File: src/rtl/cos_lut_arb.sv
// cos_lut_arb: round-robin arbiter sharing one synchronous-read cos LUT port among NUM_REQ
// requesters, with a fixed 3-cycle grant-to-response pipeline.
//
// Ports:
//   clk          rising-edge clock
//   rst          asynchronous active-high reset
//   en_i         arbitration enable (low blocks new grants; in-flight reads still drain)
//   req_i        per-requester read request, held until granted
//   req_addr_i   packed request addresses, requester i at [i*ADDR_WIDTH +: ADDR_WIDTH]
//   gnt_o        combinational one-hot (or zero) grant
//   lut_addr_o   registered LUT address
//   lut_data_i   LUT read data (1-cycle read latency from lut_addr_o)
//   rsp_valid_o  registered response strobe
//   rsp_id_o     requester index owning rsp_data_o
//   rsp_data_o   registered LUT data
module cos_lut_arb #(
    parameter int unsigned NUM_REQ    = 4,
    parameter int unsigned WIDTH      = 18,
    parameter int unsigned ADDR_WIDTH = 12,
    parameter int unsigned ID_WIDTH   = 2
) (
    input  logic                          clk,
    input  logic                          rst,
    input  logic                          en_i,
    input  logic [NUM_REQ-1:0]            req_i,
    input  logic [NUM_REQ*ADDR_WIDTH-1:0] req_addr_i,
    output logic [NUM_REQ-1:0]            gnt_o,
    output logic [ADDR_WIDTH-1:0]         lut_addr_o,
    input  logic [WIDTH-1:0]              lut_data_i,
    output logic                          rsp_valid_o,
    output logic [ID_WIDTH-1:0]           rsp_id_o,
    output logic [WIDTH-1:0]              rsp_data_o
);

    logic [ID_WIDTH-1:0]   ptr_q, ptr_d;
    logic [ADDR_WIDTH-1:0] lut_addr_q;
    logic                  s1_valid_q, s2_valid_q, rsp_valid_q;
    logic [ID_WIDTH-1:0]   s1_id_q, s2_id_q, rsp_id_q;
    logic [WIDTH-1:0]      rsp_data_q;

    logic                  grant_any;
    logic [ID_WIDTH-1:0]   gnt_id;
    logic [ADDR_WIDTH-1:0] sel_addr;
    logic [ID_WIDTH:0]     cand;

    // Round-robin search from ptr_q; one extra bit in cand holds ptr+i before the wrap.
    always_comb begin
        gnt_o     = '0;
        gnt_id    = '0;
        grant_any = 1'b0;
        cand      = '0;
        for (int unsigned i = 0; i < NUM_REQ; i++) begin
            cand = {1'b0, ptr_q} + (ID_WIDTH+1)'(i);
            if (cand >= (ID_WIDTH+1)'(NUM_REQ)) begin
                cand = cand - (ID_WIDTH+1)'(NUM_REQ);
            end
            if (!grant_any && en_i && !rst && req_i[cand[ID_WIDTH-1:0]]) begin
                grant_any = 1'b1;
                gnt_id    = cand[ID_WIDTH-1:0];
                gnt_o[cand[ID_WIDTH-1:0]] = 1'b1;
            end
        end
    end

    always_comb begin
        sel_addr = '0;
        for (int unsigned k = 0; k < NUM_REQ; k++) begin
            if (gnt_o[k]) begin
                sel_addr = req_addr_i[k*ADDR_WIDTH +: ADDR_WIDTH];
            end
        end
    end

    always_comb begin
        ptr_d = ptr_q;
        if (grant_any) begin
            ptr_d = (gnt_id == ID_WIDTH'(NUM_REQ - 1)) ? '0 : gnt_id + 1'b1;
        end
    end

    // Stage 1: address to LUT. Stage 2: LUT sampling lut_addr. Then capture of lut_data.
    always_ff @(posedge clk or posedge rst) begin
        if (rst) begin
            ptr_q       <= '0;
            lut_addr_q  <= '0;
            s1_valid_q  <= 1'b0;
            s1_id_q     <= '0;
            s2_valid_q  <= 1'b0;
            s2_id_q     <= '0;
            rsp_valid_q <= 1'b0;
            rsp_id_q    <= '0;
            rsp_data_q  <= '0;
        end else begin
            ptr_q      <= ptr_d;
            s1_valid_q <= grant_any;
            if (grant_any) begin
                lut_addr_q <= sel_addr;
                s1_id_q    <= gnt_id;
            end
            s2_valid_q  <= s1_valid_q;
            s2_id_q     <= s1_id_q;
            rsp_valid_q <= s2_valid_q;
            if (s2_valid_q) begin
                rsp_id_q   <= s2_id_q;
                rsp_data_q <= lut_data_i;
            end
        end
    end

    assign lut_addr_o  = lut_addr_q;
    assign rsp_valid_o = rsp_valid_q;
    assign rsp_id_o    = rsp_id_q;
    assign rsp_data_o  = rsp_data_q;

endmodule

File: config.mk
export PLATFORM = sky130hd
export DESIGN_NAME = cos_lut_arb
export DESIGN_NICKNAME = d
export VERILOG_FILES = /design/src/rtl/cos_lut_arb.sv
export SDC_FILE = /design/constraint.sdc
export NUM_CORES = 1
export LEC_CHECK = 0
export ABC_AREA = 1
export CAP_MARGIN = 20
export CORE_MARGIN = 4
export CORE_UTILIZATION = 40
export DETAILED_ROUTE_END_ITERATION = 12
export HOLD_SLACK_MARGIN = 0.06
export PLACE_DENSITY = 0.77
export SETUP_SLACK_MARGIN = 0.1
export SLEW_MARGIN = 0
export SYNTH_ARGS = -nofsm -noshare
export SYNTH_HDL_FRONTEND = slang
export SYNTH_SLANG_ARGS = --single-unit
File: constraint.sdc
create_clock -name clk -period 4.9 [get_ports clk]
set_input_delay 0.735 -clock clk [delete_from_list [all_inputs] [get_ports clk]]
set_output_delay 0.735 -clock clk [all_outputs]
set_load 0.02 [all_outputs]
==> out/results.ini <==
[cells_and_area]
final_cell_mix = 125 x nand2_1, 109 x clkdlybuf4s50_1, 41 x dfrtp_1
fillerInstances = 542
syn_to_final_growth_pct = 49.7
drive_gt1_frac = 0.140
num_antenna_cells = 0
num-nets-final = 499
layout_commonest_cell = nand2_1

[floorplanning]
dieArea_um2 = 7540
ios = 110
start_util = 0.415
die_h_um = 86.8
die_w_um = 86.8
core_area_um2 = 5990
num_rows = 28

[timing]
setup_viol_count_final = 0
fin_worst_skew_ns = 0.00543
layout_min_cycle_time_ns = 4.16
slew-limit-headroom = 0.324
rsz0062_at_grt = no
setup_tns_ns = 0
layout_setup_ws_ns = 0.740
timing.final.crit_share = 0.849
slew_violations = 0
fin_hold_ws_ns = 0.357
fmax_mhz = 240
hold_viol = 0
worstMarginPinSlew_ns = 1.01

[logic_synthesis]
synthTopCellsByArea = dfrtp_1 41%, nand2_1 19%, mux2_2 9.1%
ys_seq_area_frac = 0.413
synth_area_um2 = 2480
synth.avg_cell_area_um2 = 7.89
yosys.area.top_type = dfrtp_1
synthCells = 315
ys_warn_count = 0
synth.distinct_cells = 22
synth_fp_nets = 393
yosysTopAreaCellShare = 0.413
synth-seq-cells = 41

[clock_tree]
cts.repair.resized = 0
worstSkewPairLatency_ns = 0.29
cts.sinks = 41
clk_path_buf_depth = 2
post_cts_buffers = 0
cts_made_buffers = 5
clkTransAtPathRegs_ns = 0.08
hold_buffers = 0
root_buffer = clkbuf_8
htreeDepth = 2
cts_tree = yes

[placement]
dp_slack_ns = 0.905
place_hpwl_mm = 4.89
gp_congestion = 0.977
portBuffers = 109

[detailed_routing]
wl_per_cell_um = 12.2
first_iter_violations = 96
wl_mm = 6.08
ant_nets = 0
viasPerCell = 4.68
drcViolationCount = 0
dr.pass1.iters = 4
vias = 2328

[grt]
grt_pass1_vias = 2335
overflow = 0
grt_start_max_net_pins = 42
grt_usage = 0.165
grt_pass1_wl_mm = 10.2
antenna_found_initial = 0

[critical_path]
cp.arrival_ns = 3.43
critPathRequiredTime_ns = 4.16
crit_path_start_kind = flip-flop
cp_cell_sequence = inv_2, ha_1, inv_1, nand3_1, nand2_2, nor2_1, nand3_2, nand2_1, nor2_2, nand2_1, nand2_2, clkdlybuf4s50_1
crit_slowest_cell = clkdlybuf4s50_1
critical-path-max-stage-delay_ns = 0.69
path_max_fanout = 25
worst-setup-path-type = reg -> out
endpoint_kind = primary output

[pwr]
p_per_area_nw_per_um2 = 634
worst_ir_drop_vdd_v = 0.000314
finalPower_uw = 2360
p_leak_uw = 0.00182

[outcome]
status = finished clean

[job]
drv_cap = 0

[hold_path]
hold_path_class = reg -> reg

[registers in the layout, indices dropped and copies added (netlist names), named ones only]
register     cells
lut_addr_o      12
ptr_q            1
rsp_data_o      18
rsp_id_o         2
rsp_valid_o      1
s1_id_q          2
s1_valid_q       1
s2_id_q          2
s2_valid_q       1
[cell families after synthesis]
family	after synthesis	share of synthesized area
adder cells (fa/ha/maj)	5	0.0252
multiplexers	20	0.0906
AND/OR/NAND/NOR	161	0.282
buffers and inverters	52	0.100
flip-flops	41	0.413
AO/OA/AOI/OAI	36	0.0891
[final timing paths]
kind / startpoint / to / slack [ns] / cells past startpoint
setup / recovery: flip-flop / gnt_o[3] / 0.74 / 12
hold / removal: s1_valid_q / s2_valid_q / 0.36 / 0
setup reg to reg: flip-flop / ptr_q[1] / 1.82 / 11
hold reg to reg: s1_valid_q / s2_valid_q / 0.36 / 0
max in group asynchronous: rst / rsp_data_o[13] / 3.64 / 3
min in group asynchronous: rst / lut_addr_o[9] / 0.90 / 3
[worst max-delay path: cells and delay by family (launching register included)]
kind	cells	cell delay, ns
adders and majority gates	1	0.36
DFF	1	0.52
and+or+nand+nor	8	1.24
buffers and inverters	3	1.00
[stage by stage]
stage	cells	cell area, um^2	util
floorplan	315	2480	-
global placement	489	3580	0.598
detailed placement	489	3580	0.598
CTS	497	3720	0.621
global route	497	3720	0.621
finish	497	3720	0.621
[report_power, final]
| part | switching (uW) | total [uW] | internal (uW) |
|---|---|---|---|
| clock | 119 | 324 | 205 |
| sequential | 122 | 640 | 518 |
| combinational | 770 | 1390 | 623 |
[synth_stat cells, drive strengths merged]
cell type  number
nand2         133
dfrtp          41
inv            41
a21oi          28
mux2           20
nor2           13
nand3          12
buf             9
o21ai           8
ha              5
nand4           3
clkbuf          2
[cell type report]
type,instances,area (um^2),area share
repair buffers,110,1100,0.295
well taps,75,93.8,0.0252
multi-input cells,222,1210,0.325
inverters,41,154,0.0414
clock inverters,3,68.8,0.0185
flip-flops and latches,41,1030,0.276
clock buffers,5,68.8,0.0185
[layer usage]
layer  vias to the layer above  wire length, um  track usage
li1                       1193                -            -
met1                      1035             2650        0.214
met2                        94             2820        0.273
met3                         6              540       0.0371
met4                         0               68       0.0524
met5                         -                0            0
No activity file was read; power rests on OpenSTA's default activity.
